[config.mk]
export PLATFORM = sky130hd
export DESIGN_NAME = period_signal_generator
export DESIGN_NICKNAME = d
export VERILOG_FILES = /design/src/rtl/theremin_gen_pkg.sv /design/src/rtl/halfperiod_counter.sv /design/src/rtl/period_signal_generator.sv
export SDC_FILE = /design/constraint.sdc
export NUM_CORES = 1
export LEC_CHECK = 0
export ABC_AREA = 1
export BUFFER_PORTS_ARGS = -buffer_cell sky130_fd_sc_hd__buf_4
export CORE_MARGIN = 10
export CORE_UTILIZATION = 60
export CTS_BUF_LIST = sky130_fd_sc_hd__clkbuf_8
export CTS_CLUSTER_SIZE = 14
export DETAILED_ROUTE_END_ITERATION = 8
export GPL_ROUTABILITY_DRIVEN = 0
export GPL_TIMING_DRIVEN = 0
export PLACE_DENSITY = 0.79
export RECOVER_POWER = 100
export SLEW_MARGIN = 25
export SYNTH_ARGS = -nofsm -noshare
export SYNTH_HDL_FRONTEND = slang
export SYNTH_SLANG_ARGS = --single-unit
[constraint.sdc]
create_clock -name CLK -period 3 [get_ports CLK]
set_input_delay 0.45 -clock CLK [delete_from_list [all_inputs] [get_ports CLK]]
set_output_delay 0.45 -clock CLK [all_outputs]
set_load 0.05 [all_outputs]
[src/rtl/theremin_gen_pkg.sv]
// Shared definitions for the period signal generator: FSM state encoding and
// the width of the optional fractional period field.
package theremin_gen_pkg;

    typedef enum logic [1:0] {
        IDLE = 2'd0,
        HIGH = 2'd1,
        LOW  = 2'd2
    } gen_state_e;

    localparam int FRAC_BITS = 4;

endpackage : theremin_gen_pkg

[src/rtl/halfperiod_counter.sv]
// Phase down-counter: loads a cycle count, decrements while enabled and
// saturates at zero; terminal count is flagged while the count is zero.
module halfperiod_counter #(
    parameter int WIDTH = 16
) (
    input  logic             clk,
    input  logic             rst_n,
    input  logic             ce,
    input  logic             load,
    input  logic [WIDTH-1:0] load_value,
    output logic             tc
);

    logic [WIDTH-1:0] count;

    // NOTE: sequential state uses non-blocking assignments so every register
    // samples the pre-edge values of the others, independent of block order.
    always_ff @(posedge clk or negedge rst_n) begin
        if (!rst_n) begin
            count <= '0;
        end else if (ce) begin
            if (load) begin
                count <= load_value;
            end else if (count != '0) begin
                count <= count - WIDTH'(1);
            end
        end
    end

    assign tc = (count == '0);

endmodule : halfperiod_counter

[src/rtl/period_signal_generator.sv]
// Square-wave generator with a glitch-free period update at rising edges.
// Optional fractional period (F/16 dithering of the LOW phase): PERIOD_GEN_FRAC_EN.
module period_signal_generator
    import theremin_gen_pkg::*;
#(
    parameter int PERIOD_BITS = 16
) (
    input  logic CLK,
    input  logic RESET_N,
    input  logic CE,
`ifdef PERIOD_GEN_FRAC_EN
    input  logic [PERIOD_BITS+FRAC_BITS-1:0] PERIOD_IN,
`else
    input  logic [PERIOD_BITS-1:0]           PERIOD_IN,
`endif
    input  logic LOAD,
    output logic LOAD_ACK,
    output logic FREQ_OUT,
    output logic PERIOD_START,
    output logic RUNNING
);

    localparam int IN_W = $bits(PERIOD_IN);

    gen_state_e            state;
    logic [IN_W-1:0]       pending;
    logic                  load_flag;
    logic [PERIOD_BITS-1:0] active;
    logic [PERIOD_BITS-1:0] pend_int;
    logic [PERIOD_BITS-1:0] next_p;
    logic [PERIOD_BITS-1:0] low_value;
    logic                  tc;
    logic                  cnt_load;
    logic [PERIOD_BITS-1:0] cnt_value;
    logic                  boundary;
    logic                  stop;

    assign pend_int = pending[IN_W-1 -: PERIOD_BITS];
    // A one-cycle period cannot hold both phases, so it is widened to two.
    assign next_p   = (pend_int == PERIOD_BITS'(1)) ? PERIOD_BITS'(2) : pend_int;

`ifdef PERIOD_GEN_FRAC_EN
    logic [FRAC_BITS-1:0] pend_frac;
    logic [FRAC_BITS-1:0] acc;
    logic [FRAC_BITS:0]   acc_sum;
    logic                 extend;

    assign pend_frac = pending[FRAC_BITS-1:0];
    assign acc_sum   = {1'b0, acc} + {1'b0, pend_frac};
    assign low_value = active - (active >> 1) - PERIOD_BITS'(1) + PERIOD_BITS'(extend);
`else
    assign low_value = active - (active >> 1) - PERIOD_BITS'(1);
`endif

    // NOTE: every signal driven here gets a default first; a path that leaves
    // one unassigned would infer a latch.
    always_comb begin
        cnt_load  = 1'b0;
        cnt_value = '0;
        boundary  = 1'b0;
        stop      = 1'b0;
        unique case (state)
            IDLE: boundary = (pend_int != '0);
            HIGH: begin
                if (tc) begin
                    cnt_load  = 1'b1;
                    cnt_value = low_value;
                end
            end
            LOW: begin
                if (tc) begin
                    if (pend_int == '0) stop = 1'b1;
                    else                boundary = 1'b1;
                end
            end
            default: ;
        endcase
        if (boundary) begin
            cnt_load  = 1'b1;
            cnt_value = (next_p >> 1) - PERIOD_BITS'(1);
        end
    end

    halfperiod_counter #(
        .WIDTH(PERIOD_BITS)
    ) u_counter (
        .clk       (CLK),
        .rst_n     (RESET_N),
        .ce        (CE),
        .load      (cnt_load),
        .load_value(cnt_value),
        .tc        (tc)
    );

    always_ff @(posedge CLK or negedge RESET_N) begin
        if (!RESET_N) begin
            state        <= IDLE;
            pending      <= '0;
            load_flag    <= 1'b0;
            active       <= '0;
            FREQ_OUT     <= 1'b0;
            LOAD_ACK     <= 1'b0;
            PERIOD_START <= 1'b0;
`ifdef PERIOD_GEN_FRAC_EN
            acc          <= '0;
            extend       <= 1'b0;
`endif
        end else if (!CE) begin
            // Pulses are dropped rather than held so a stall cannot repeat them.
            LOAD_ACK     <= 1'b0;
            PERIOD_START <= 1'b0;
        end else begin
            LOAD_ACK     <= 1'b0;
            PERIOD_START <= 1'b0;
            if (LOAD) pending <= PERIOD_IN;
            if (LOAD)                  load_flag <= 1'b1;
            else if (boundary || stop) load_flag <= 1'b0;

            if (boundary) begin
                state        <= HIGH;
                FREQ_OUT     <= 1'b1;
                PERIOD_START <= 1'b1;
                LOAD_ACK     <= load_flag;
                active       <= next_p;
`ifdef PERIOD_GEN_FRAC_EN
                acc          <= acc_sum[FRAC_BITS-1:0];
                extend       <= acc_sum[FRAC_BITS];
`endif
            end else if (stop) begin
                state    <= IDLE;
                FREQ_OUT <= 1'b0;
                active   <= '0;
            end else if (state == HIGH && tc) begin
                state    <= LOW;
                FREQ_OUT <= 1'b0;
            end
        end
    end

    assign RUNNING = (state != IDLE);

endmodule : period_signal_generator

Yosys cells after proc, flatten, opt, wreduce, memory -nomap -nowiden
Index checks and enable logic that the tools add are counted.
{"block": "totals", "register_bits": 54, "inputBits": 20, "elab_cells": 61}
{"block": "op_classes", "addsub": 4, "eq_ne": 3, "n_mux": 29, "n_reduce_logical": 17}
{"operator": "$mux W16", "count": 8}
{"operator": "$logic_not A16 Y1", "count": 2}
{"operator": "$reduce_bool A16 Y1", "count": 2}
{"operator": "$sub A16 B1 Y16 const B", "count": 2}
{"operator": "$mux W1", "count": 17}
{"operator": "$eq A16 B1 Y1 const B", "count": 1}
{"operator": "$sub A15 B1 Y16 const B", "count": 1}
{"operator": "$sub A16 B15 Y16", "count": 1}
{"operator": "$reduce_and A2 Y1", "count": 5}
{"operator": "$reduce_bool A2 Y1", "count": 4}
{"operator": "$mux W2", "count": 3}
{"operator": "$reduce_bool A3 Y1", "count": 1}
{"operator": "$eq A2 B1 Y1 const B", "count": 1}
{"operator": "$eq A2 B2 Y1 const B", "count": 1}
{"operator": "$logic_not A2 Y1", "count": 1}
{"operator": "$pmux W1 S2", "count": 1}
{"operator": "$logic_and A1 B1 Y1", "count": 1}
{"operator": "$logic_or A1 B1 Y1", "count": 1}

Longest topological paths before layout
{"block": "logic_depth", "word_depth": 7, "mapped_depth": 15}

Modules after synthesis
A second synthesis with hierarchy kept.
{"block": "unflattened", "cells_unflattened": 596, "hier_area_um2": 4018.9}
{"module": "period_signal_generator", "instances": 1, "cells_each": 412, "area_each_um2": 2808.9, "seq_area_each_um2": 925.9}
{"module": "halfperiod_counter", "instances": 1, "cells_each": 184, "area_each_um2": 1209.9, "seq_area_each_um2": 400.4}

Least setup slack after synthesis
Ideal clock, no wire load.
{"block": "synth_timing", "kind": "register to register", "startpoint": "reg state[0]", "endpoint": "reg u_counter.count[7]", "arrival_time_ns": 1.967, "required_ns": 2.880, "setup_slack_ns": 0.913, "stages_incl_launch_ff": 12, "synth_period_minus_slack_ns": 2.087, "cell_sequence": "dfrtp_1 > inv_1 > nand2_1 > nand2_2 > nand2_4 > buf_6 > inv_4 > buf_6 > nand3_1 > nand3_1 > nand2_1 > nand2_1"}
{"block": "synth_between", "elab_chain_cells": 5, "elab_cells_between_ends": 11, "cone_classes": "eq/ne (2); mux (6); reduce/logical (3)"}
{"item": "from (decl)", "line": "period_signal_generator.sv:25", "rtl": "gen_state_e state;"}
{"item": "from (signal assigned)", "line": "period_signal_generator.sv:97", "rtl": "state <= IDLE;"}
{"item": "from (signal assigned)", "line": "period_signal_generator.sv:120", "rtl": "state <= HIGH;"}
{"item": "from (signal assigned)", "line": "period_signal_generator.sv:130", "rtl": "state <= IDLE;"}
{"item": "$eq A2 B2 Y1 (tied with other cells)", "line": "period_signal_generator.sv:62", "rtl": "unique case (state)"}
{"item": "$pmux W1 S2 or $mux W1 (tied branches)", "line": "period_signal_generator.sv:62"}
{"item": "$mux W1", "line": "period_signal_generator.sv:78", "rtl": "if (boundary) begin"}
{"item": "$reduce_bool A2 Y1 (no source line)"}
{"item": "$reduce_and A2 Y1 (no source line)"}
{"item": "to (signal assigned)", "line": "halfperiod_counter.sv:23", "rtl": "count <= load_value;"}
{"item": "to (signal assigned)", "line": "halfperiod_counter.sv:25", "rtl": "count <= count - WIDTH'(1);"}
{"item": "to (decl)", "line": "halfperiod_counter.sv:14", "rtl": "logic [WIDTH-1:0] count;"}
Parallel ways exist; a longest one is shown, timed or not.
A chain may end at the register's enable or synchronous reset.

Worst setup path in the final report
{"block": "layout_timing", "startpoint": "reg pending[3] (netlist: pend_int[3])", "endpoint": "reg u_counter.count[5]"}
{"block": "layout_between", "elab_chain_cells": 7, "elab_cells_between_ends": 13, "cone_classes": "add/sub (1); eq/ne (1); mux (7); reduce/logical (4)"}
{"item": "from (decl)", "line": "period_signal_generator.sv:26", "rtl": "logic [IN_W-1:0] pending;"}
{"item": "from (signal assigned)", "line": "period_signal_generator.sv:98", "rtl": "pending <= '0;"}
{"item": "from (signal assigned)", "line": "period_signal_generator.sv:115", "rtl": "if (LOAD) pending <= PERIOD_IN;"}
{"item": "parallel branches: the longest is 7 deep, another holds $sub A15 B1 Y16"}
Parallel ways; which one is timed is not known.

==> results_dict.tcl <==
set metrics [dict create \
    outcome "completed" \
    diodes 0 \
    place_area_mm2 0.004298 \
    peakVddDrop_mv 0.3925 \
    detail_route.wirelength_um 10460 \
    clkSinkCount 53 \
    grt_pass1_wl_um 17420 \
    fin_crit_sh_pct 81.97 \
    setup_violations 0 \
    slew_violations 0 \
    die_height_um 101.9 \
    clk_pin_slew_ns 0.11 \
    via_per_inst 5.568 \
    clk-insertion-delay-late_ns 0.31 \
    final-hold-violation-count 0 \
    ys_ff_latch 53 \
    drive_above_1_share_pct 6.973 \
    start_util_pct 62.73 \
    die-area_mm2 0.01039 \
    critPathKind "reg -> reg" \
    synth_ff_type "dfrtp_1" \
    ctsHoldBuffers 0 \
    ios 24 \
    clock_skew_ns 0.007810 \
    cts_tree "built" \
    worstSetupEndpointType "flop" \
    grt-ovfl-total 0 \
    syn_to_final_growth_pct 7.640 \
    die_width_um 101.9 \
    fin_nets 670 \
    cts_buffer_depth 2 \
    cp-start-kind "flop" \
    relSlewSlack_pct 9.845 \
    required_ns 3.21 \
    pwr_density_cell_mw_per_mm2 1050 \
    drc 0 \
    seq_area_frac_synth_pct 32.92 \
    syn_inst 600 \
    hold_path_class "in -> reg" \
    synth_top_area_share_pct 32.92 \
    worst_pin_slew_ns 1.352 \
    rsz0062_at_grt "false" \
    syn-num-nets 640 \
    cp.arrival_ns 2.67 \
    wl_per_cell_um 14.78 \
    avgSynthCellArea_um2 6.715 \
    fmax_ghz 0.4067 \
    grt_use_total_pct 20.72 \
    rows 29 \
    cts_resized 0 \
    yosys.area.top_type "dfrtp_1" \
    coreArea_mm2 0.006422 \
    antenna_found_initial 0 \
    critPathMaxFanout 10 \
    cts_root_buf "clkbuf_8" \
    vias 3942 \
    synth_edf_count 0 \
    numCtsBuffers 5 \
    cts_max_level 2 \
    leakage_nw 2.262 \
    syn-cell-area_mm2 0.004029 \
    fin_tns_setup_ns 0 \
    post_cts_buffers 0 \
    dp_slack_ns 0.6875 \
    yosysUniqueCellTypes 36 \
    io_buffers 23 \
    drv_cap 0 \
    grt_max_degree 54 \
    first_pass_iters 5 \
    stdcell_area_mm2 0.004337 \
    ys_warn_count 0 \
    dr.first_iter.drc_count 338 \
    dp_hpwl_um 8548 \
    antenna_left 0 \
    grt_pass1_vias 3804 \
    fillers 572 \
    finalCriticalPeriod_ns 2.459 \
    setup_ws_ns 0.5410 \
    async_reset_ff_share_pct 100.0 \
    synthTopCellsByArea "dfrtp_1 (33%), nand2_1 (17%), nand3_1 (7.3%)" \
]
## routing by layer
layer,wire (um),GRT usage [%],up-vias,share of wire [%]
li1,-,-,1969,-
met5,0,0,-,0
met4,341,7.484,0,3.3
met2,4882,34.74,138,47
met3,525,2.564,25,5.0
met1,4714,26.88,1810,45
## registers in the layout, summed over array words and instances (netlist names)
| signal | count |
|---|---|
| active | 16 |
| load_flag | 1 |
| u_counter.count | 16 |
| LOAD_ACK | 1 |
| state | 2 |
| PERIOD_START | 1 |
| pend_int | 16 |
## critical path, stage by stage (launching register included)
cell	delay [ns]
dfrtp_1	0.43
nor2_1	0.20
nand2_1	0.13
nor2_4	0.19
nand3_1	0.14
nand2_1	0.20
clkbuf_1	0.45
inv_4	0.06
buf_6	0.15
nand3_1	0.12
nand3_1	0.15
nand2_1	0.09
nand2_1	0.05
## worst paths after layout
path | start | to | slack, ns | cells after the start
min reg2reg | load_flag | load_flag | 0.48 | 2
min in group asynchronous | RESET_N | active[5] | 0.43 | 1
max reg2reg | pend_int[3] | u_counter.count[5] | 0.54 | 12
max in group asynchronous | RESET_N | u_counter.count[13] | 1.76 | 1
max | pend_int[3] | u_counter.count[5] | 0.54 | 12
min | PERIOD_IN[12] | pend_int[12] | 0.38 | 3
## where the power goes
group	internal, W	leakage (nW)	switching [W]	total (W)
clock network	0.000256	0.0603	0.000254	0.000511
logic	0.000991	1.58	0.00179	0.00278
registers	0.000961	0.626	0.000304	0.00127
## final cells by class
cell class	count	area [um^2]	share of cell area, %
Sequential cell	53	1326	30.58
Inverter	77	291.5	6.722
Timing Repair Buffer	23	151.4	3.491
Clock buffer	5	68.82	1.587
Buffer	9	52.55	1.212
Clock inverter	3	50.05	1.154
Tap cell	77	96.34	2.222
Multi-Input combinational cell	461	2300	53.03
## per-stage QoR
stage	utilization, %	instances	total power (W)	hold slack (ns)
after global routing	67.52	708	0.004995	0.3890
after global placement	66.92	700	0.003955	0.4604
after CTS	68.77	708	0.004571	0.2017
after floorplan	-	600	0.003349	0.1544
final	67.52	708	0.004554	0.3814
after detailed placement	66.92	700	0.004038	0.4597
## cells in the final DEF, fill, tap and decap left out, types with 3 or more instances in the layout
cell      netlist  routed
o211ai_1        2       4
nor2_1         73      75
a21oi_1        27      27
nand3_1        59      60
nand2_1       183     185
dfrtp_1        53      53
nand4_1         8       8
nand3b_1        3       3
buf_4           2      18
inv_1          73      74
ha_1           19      19
xor2_1         14      14
nor3_1          8       8
clkbuf_1        3      11
o21ai_0        19      27
clkbuf_8        0       5
xnor2_1         8       8
nor2_4          3       3
nor2_2          8       6
## Yosys cell counts, types with 2 or more instances
master	count
a21boi_0	2
a21oi_1	27
and2_1	2
and3_1	2
buf_4	2
buf_6	3
clkbuf_1	3
dfrtp_1	53
ha_1	19
inv_1	73
inv_2	3
nand2_1	183
nand2_2	2
nand3_1	59
nand3b_1	3
nand4_1	8
nor2_1	73
nor2_2	8
nor2_4	3
nor3_1	8
o211ai_1	2
o21ai_0	19
o21ai_1	10
xnor2_1	8
xor2_1	14
## kinds of logic (layout without fill, tap and decap cells)
family          Yosys count  count (layout)  share of synthesized area (%)
fa+ha+maj                20              20                          6.398
flops                    53              53                          32.92
xor+xnor                 22              22                          4.783
buf+inv                  86             117                          8.851
compound gates           64              64                          8.944
simple gates            355             355                          38.11
(Power assumes the default switching activity.)
